===== config.mk =====
export PLATFORM = sky130hd
export DESIGN_NAME = load_store_unit_flat
export DESIGN_NICKNAME = d
export VERILOG_FILES = /design/src/rtl/load_store_unit_if.sv /design/src/rtl/load_store_unit.sv /design/src/flat_wrapper.sv
export SDC_FILE = /design/constraint.sdc
export NUM_CORES = 1
export LEC_CHECK = 0
export CAP_MARGIN = 15
export CORE_ASPECT_RATIO = 1.25
export CORE_MARGIN = 2
export CORE_UTILIZATION = 40
export CTS_CLUSTER_SIZE = 24
export DETAILED_ROUTE_END_ITERATION = 10
export HOLD_SLACK_MARGIN = 0.08
export PLACE_DENSITY = 0.75
export SYNTH_ARGS = -nofsm -noshare
export SYNTH_HDL_FRONTEND = slang
export SYNTH_SLANG_ARGS = --single-unit

===== constraint.sdc =====
create_clock -name clk -period 4.8 [get_ports clk]
set_input_delay 0.96 -clock clk [delete_from_list [all_inputs] [get_ports clk]]
set_output_delay 0.96 -clock clk [all_outputs]
set_load 0.05 [all_outputs]

===== src/rtl/load_store_unit_if.sv =====
// Data-bus bundle between the load/store unit (master) and memory (slave).
interface load_store_unit_if #(
  parameter int unsigned DATA_WIDTH = 32
);
  logic [DATA_WIDTH-1:0] BusAddr;
  logic [DATA_WIDTH-1:0] BusWData;
  logic [3:0]            BusByteEn;
  logic                  BusWE;
  logic                  BusValid;
  logic                  BusReady;
  logic                  BusRespValid;
  logic [DATA_WIDTH-1:0] BusRData;

  modport master (
    output BusAddr, BusWData, BusByteEn, BusWE, BusValid,
    input  BusReady, BusRespValid, BusRData
  );

  modport slave (
    input  BusAddr, BusWData, BusByteEn, BusWE, BusValid,
    output BusReady, BusRespValid, BusRData
  );
endinterface


===== src/rtl/load_store_unit.sv =====
// Memory-stage load/store unit: one bus transaction per instruction, stalls while in flight.
// Optional response watchdog enabled by defining LSU_TIMEOUT_EN.
module load_store_unit #(
  parameter int unsigned DATA_WIDTH     = 32,
  parameter int unsigned FUNCT3_WIDTH   = 3,
  parameter int unsigned TIMEOUT_CYCLES = 255
) (
  input  logic                    clk,
  input  logic                    rst,
  input  logic [DATA_WIDTH-1:0]   ALUResult,
  input  logic [DATA_WIDTH-1:0]   WriteData,
  input  logic                    MemRead,
  input  logic                    MemWrite,
  input  logic [FUNCT3_WIDTH-1:0] Funct3,
  output logic                    Stall,
  output logic [DATA_WIDTH-1:0]   ReadData,
  output logic                    LoadValid,
  output logic                    AccessErr,
  load_store_unit_if.master       bus
);

  typedef enum logic [1:0] {IDLE, REQ, WAIT, DONE} state_t;

  state_t                state, state_n;
  logic [1:0]            off_q;
  logic [2:0]            f3_q;
  logic [2:0]            f3_c;
  logic                  req_c, store_c, misalign_c, illegal_c;
  logic                  load_done_c, err_set_c, timeout_c;
  logic [DATA_WIDTH-1:0] shifted_c, ext_c;

  assign f3_c       = 3'(Funct3);
  assign req_c      = MemRead | MemWrite;
  assign store_c    = MemWrite;
  assign misalign_c = ((f3_c[1:0] == 2'b01) && ALUResult[0]) ||
                      ((f3_c[1:0] == 2'b10) && (ALUResult[1:0] != 2'b00));
  assign illegal_c  = (f3_c == 3'b011) || (f3_c[2:1] == 2'b11) || (store_c && f3_c[2]);
  assign bus.BusValid = (state == REQ);

`ifdef LSU_TIMEOUT_EN
  localparam int unsigned CNT_W = ($clog2(TIMEOUT_CYCLES + 1) > 8) ? $clog2(TIMEOUT_CYCLES + 1) : 8;
  logic [CNT_W-1:0] tcnt;

  // Cycles spent in REQ/WAIT; reset while idle so it starts at zero on entering REQ.
  always_ff @(posedge clk or posedge rst) begin
    if (rst)                                tcnt <= '0;
    else if ((state == REQ) || (state == WAIT)) tcnt <= tcnt + CNT_W'(1);
    else                                    tcnt <= '0;
  end

  assign timeout_c = (tcnt == CNT_W'(TIMEOUT_CYCLES - 1));
`else
  logic unused_timeout;
  assign unused_timeout = ^32'(TIMEOUT_CYCLES);
  assign timeout_c      = 1'b0;
`endif

  always_ff @(posedge clk or posedge rst) begin
    if (rst) state <= IDLE;
    else     state <= state_n;
  end

  // Next state, stall and completion strobes; a handshake or response beats the watchdog.
  always_comb begin
    state_n     = state;
    Stall       = 1'b0;
    load_done_c = 1'b0;
    err_set_c   = 1'b0;
    case (state)
      IDLE: begin
        if (req_c) begin
          Stall = 1'b1;
          if (misalign_c || illegal_c) begin
            state_n   = DONE;
            err_set_c = 1'b1;
          end else begin
            state_n = REQ;
          end
        end
      end
      REQ: begin
        Stall = 1'b1;
        if (bus.BusReady) begin
          state_n = bus.BusWE ? DONE : WAIT;
        end else if (timeout_c) begin
          state_n   = DONE;
          err_set_c = 1'b1;
        end
      end
      WAIT: begin
        Stall = 1'b1;
        if (bus.BusRespValid) begin
          state_n     = DONE;
          load_done_c = 1'b1;
        end else if (timeout_c) begin
          state_n   = DONE;
          err_set_c = 1'b1;
        end
      end
      DONE:    state_n = IDLE;
      default: state_n = IDLE;
    endcase
  end

  // Align the addressed lane to bit 0, then extend per access size.
  always_comb begin
    shifted_c = bus.BusRData >> {off_q, 3'b000};
    case (f3_q)
      3'b000:  ext_c = {{(DATA_WIDTH-8){shifted_c[7]}},   shifted_c[7:0]};
      3'b001:  ext_c = {{(DATA_WIDTH-16){shifted_c[15]}}, shifted_c[15:0]};
      3'b100:  ext_c = {{(DATA_WIDTH-8){1'b0}},           shifted_c[7:0]};
      3'b101:  ext_c = {{(DATA_WIDTH-16){1'b0}},          shifted_c[15:0]};
      default: ext_c = shifted_c;
    endcase
  end

  always_ff @(posedge clk or posedge rst) begin
    if (rst) begin
      off_q         <= '0;
      f3_q          <= '0;
      ReadData      <= '0;
      LoadValid     <= 1'b0;
      AccessErr     <= 1'b0;
      bus.BusAddr   <= '0;
      bus.BusWData  <= '0;
      bus.BusByteEn <= '0;
      bus.BusWE     <= 1'b0;
    end else begin
      LoadValid <= load_done_c;
      AccessErr <= err_set_c;
      if (load_done_c) ReadData <= ext_c;
      if ((state == IDLE) && req_c) begin
        off_q       <= ALUResult[1:0];
        f3_q        <= f3_c;
        bus.BusAddr <= {ALUResult[DATA_WIDTH-1:2], 2'b00};
        bus.BusWE   <= store_c;
        if (store_c && (f3_c[1:0] == 2'b00)) begin
          bus.BusByteEn <= 4'(4'b0001 << ALUResult[1:0]);
          bus.BusWData  <= {4{WriteData[7:0]}};
        end else if (store_c && (f3_c[1:0] == 2'b01)) begin
          bus.BusByteEn <= 4'(4'b0011 << ALUResult[1:0]);
          bus.BusWData  <= {2{WriteData[15:0]}};
        end else begin
          bus.BusByteEn <= 4'b1111;
          bus.BusWData  <= store_c ? WriteData : '0;
        end
      end
    end
  end

endmodule


===== src/flat_wrapper.sv =====
// flat-port wrapper written by rule: the top's interface ports become plain ports
module load_store_unit_flat 
#(
  parameter int unsigned DATA_WIDTH     = 32,
  parameter int unsigned FUNCT3_WIDTH   = 3,
  parameter int unsigned TIMEOUT_CYCLES = 255
)
  (clk, rst, ALUResult, WriteData, MemRead, MemWrite, Funct3, Stall, ReadData, LoadValid, AccessErr, bus_BusAddr, bus_BusWData, bus_BusByteEn, bus_BusWE, bus_BusValid, bus_BusReady, bus_BusRespValid, bus_BusRData);
  load_store_unit_if #(.DATA_WIDTH(DATA_WIDTH)) bus_i ();
  input  logic clk;
  input  logic rst;
  input  logic [DATA_WIDTH-1:0] ALUResult;
  input  logic [DATA_WIDTH-1:0] WriteData;
  input  logic MemRead;
  input  logic MemWrite;
  input  logic [FUNCT3_WIDTH-1:0] Funct3;
  output logic Stall;
  output logic [DATA_WIDTH-1:0] ReadData;
  output logic LoadValid;
  output logic AccessErr;
  output wire logic [$bits(bus_i.BusAddr)-1:0] bus_BusAddr;
  output wire logic [$bits(bus_i.BusWData)-1:0] bus_BusWData;
  output wire logic [$bits(bus_i.BusByteEn)-1:0] bus_BusByteEn;
  output wire logic [$bits(bus_i.BusWE)-1:0] bus_BusWE;
  output wire logic [$bits(bus_i.BusValid)-1:0] bus_BusValid;
  input wire logic [$bits(bus_i.BusReady)-1:0] bus_BusReady;
  input wire logic [$bits(bus_i.BusRespValid)-1:0] bus_BusRespValid;
  input wire logic [$bits(bus_i.BusRData)-1:0] bus_BusRData;
  assign bus_BusAddr = bus_i.BusAddr;
  assign bus_BusWData = bus_i.BusWData;
  assign bus_BusByteEn = bus_i.BusByteEn;
  assign bus_BusWE = bus_i.BusWE;
  assign bus_BusValid = bus_i.BusValid;
  assign bus_i.BusReady = bus_BusReady;
  assign bus_i.BusRespValid = bus_BusRespValid;
  assign bus_i.BusRData = bus_BusRData;
  load_store_unit #(.DATA_WIDTH(DATA_WIDTH), .FUNCT3_WIDTH(FUNCT3_WIDTH), .TIMEOUT_CYCLES(TIMEOUT_CYCLES)) u_core (.clk(clk), .rst(rst), .ALUResult(ALUResult), .WriteData(WriteData), .MemRead(MemRead), .MemWrite(MemWrite), .Funct3(Funct3), .Stall(Stall), .ReadData(ReadData), .LoadValid(LoadValid), .AccessErr(AccessErr), .bus(bus_i));
endmodule

==> reports/results.ini <==
[status]
status=completed

[clocking]
clk_pin_slew_worst_paths_ns=0.07
clock_latency_ns=0.34
cts_buffers=9
cts_resized=0
clk_path_buf_depth=2
cts_hold_buf=0
clockRootBuffer=clkbuf_16
clock_sinks=108
cts_htree_levels=3
cts_tree=yes
cts_setup_buffers=0

[sta]
hold_viol_final=0
fin_crit_sh_pct=74.9
slew_violations=0
rsz0062_at_grt=no
setup_tns_ns=0
hold_slack_ns=0.483
clock_skew_ns=0.00619
fmax_mhz=278
worst_pin_slew_ns=0.992
setup-violations-final=0
max_slew_margin_pct=33.9
finalCriticalPeriod_ns=3.59

[detailed_routing]
firstDrtPassIters=4
route.detailed.drc=0
num_vias=4435
antenna_left=0
wl_um=15100
first_iter_violations=159
routed_via_density=5.27
wire_per_inst_um=17.9

[placement]
portBuffers=207
hpwlAfterDp_um=11200
routabilityCongestion=0.893

[yosys]
yosysWarnings=0
synth_top_area_share_pct=52.3
synth.distinct_cells=36
synth_area_mm2=0.00517
syn_avg_cell_area_um2=10.8
synth-edff-count=0
synth_commonest_cells=dfrtp_1 (108), nand2_1 (49), nor2_1 (42)
yosys-top-cells-area=dfrtp_1 (52%), mux2_2 (8.9%), mux2i_1 (6.4%)
async_flop_share_pct=100
yosysTopAreaCell=dfrtp_1
yosysMostFrequentCell=dfrtp_1
synth_ff_type=dfrtp_1
syn_inst=480
ys_ff_latch=108
yosysSeqAreaShare_pct=52.3

[layout]
fin_nets=783
areaGrowthSynthToFinish_pct=48.6
layout-drive-gt1-share_pct=10.1
num_antenna_cells=0

[critical_path]
required_ns=3.84
cp.arrival_ns=2.63
crit_path_start_kind=input port
worstSetupPathType=input port to output pin
rr_startpoint=u_core.state[0]$_DFFE_PP0P_
crit_path_end_kind=output pin
crit_start=MemWrite
crit_fanout=2

[floorplan]
die_y_um=131
floorplan.initialDensity_pct=40.8
die_width_um=106
rows=46
dieArea_mm2=0.0138
boundaryPins=210
core_mm2=0.0127

[grt]
antenna_found_initial=0
grt_pass1_vias=4577
grt_pass1_wl_um=23400
grt-ovfl-total=0
grt_max_degree=96
grt_usage_pct=21.7

[worst_hold_path]
hp-class=flop to flop
hp-start=u_core.bus.BusByteEn[2]$_DFFE_PP0P_

[power_and_ir_drop]
sequentialPowerShare_pct=26.2
pwr-share-comb_pct=60.2
power_leakage_nw=3.32
p_sw_share_pct=48.3
max-vdd-ir-drop_v=0.000420
power_switching_mw=3.01
intPower_mw=3.21
power_density_mw_per_mm2=810
total_power_mw=6.22
clockPowerShare_pct=13.6

[job]
max_cap_violations=0

-- area by class of cell --
class | instances | area, um2
tap | 168 | 210
clock buffer | 9 | 225
fill | 1075 | 4990
timing repair buffer | 214 | 2120
multi-input combinational | 328 | 2260
clock inverter | 7 | 120
sequential | 108 | 2700
inverter | 8 | 32.5
-- sequential cells by signal (all words and copies together), names as in the netlist --
| signal | flops |
|---|---|
| u_core.AccessErr | 1 |
| u_core.LoadValid | 1 |
| u_core.ReadData | 32 |
| u_core.bus.BusAddr | 30 |
| u_core.bus.BusByteEn | 4 |
| u_core.bus.BusWData | 32 |
| u_core.bus.BusWE | 1 |
| u_core.f3_q | 3 |
| u_core.off_q | 2 |
| u_core.state | 2 |
-- critical path, stage by stage --
cell	delay, ns
clkdlybuf4s50_1	0.55
o21ai_4	0.09
a21oi_1	0.18
clkdlybuf4s50_1	0.85
-- cell usage in the layout (no fill, tap or decap), drive strengths merged, types with 2 or more instances in the layout --
master	instances
a211oi	10
a21oi	33
a221oi	2
a22o	8
and2	9
and3	9
buf	7
bufinv	3
clkbuf	9
clkdlybuf4s50	207
conb	2
dfrtp	108
ha	9
inv	10
mux2	41
mux2i	33
nand2	49
nand2b	3
nand3	8
nor2	42
nor2b	10
o21a	3
o21ai	26
o22a	16
o2bb2ai	7
-- path summary, 6_finish.rpt --
check | cells after the start | to | slack, ns
max | 4 | Stall | 1.21
min | 2 | u_core.bus.BusByteEn[2]$_DFFE_PP0P_ | 0.48
max reg2reg | 5 | u_core.bus.BusAddr[29]$_DFFE_PP0P_ | 2.39
min reg2reg | 2 | u_core.bus.BusByteEn[2]$_DFFE_PP0P_ | 0.48
max in group asynchronous | 3 | u_core.ReadData[26]$_DFFE_PP0P_ | 2.66
min in group asynchronous | 2 | u_core.bus.BusAddr[9]$_DFFE_PP0P_ | 1.17
-- routing by layer --
metal / vias up / part of all wire, % / GRT usage [%]
li1: 2050 / - / -
met1: 2157 / 38 / 24.7
met4: 0 / 2.3 / 7.97
met3: 18 / 9.7 / 7.96
met2: 210 / 50 / 37.6
met5: - / 0 / 0
-- per-stage QoR --
stage	instances	util, %	cell area, um2	setup slack (ns)
after global routing	842	60.6	7680	1.12
after CTS	842	60.6	7680	1.19
after floorplan	481	-	5170	0.994
after detailed placement	826	57.9	7330	1.19
after global placement	826	57.9	7330	1.20
final	842	60.6	7680	1.21
-- power groups by stage --
stage	registers (mW)	clock network [mW]	logic [mW]
after floorplan	3.05	0	1.11
after detailed placement	1.64	0	3.76
after CTS	1.63	0.871	3.77
final	1.63	0.848	3.74
after global placement	1.62	0	3.71
after global routing	1.68	0.911	3.95
-- kinds of logic (layout without fill, tap and decap cells) --
| group | count (synthesis) | count (layout) | synth area share [%] |
|---|---|---|---|
| mux | 74 | 74 | 15.3 |
| buf+inv | 45 | 238 | 4.21 |
| fa+ha+maj | 9 | 9 | 2.18 |
| compound gates | 109 | 109 | 14.1 |
| simple gates | 134 | 134 | 11.7 |
| flops | 108 | 108 | 52.3 |
| other cells | 1 | 2 | 0.0726 |
(Power assumes the default switching activity.)
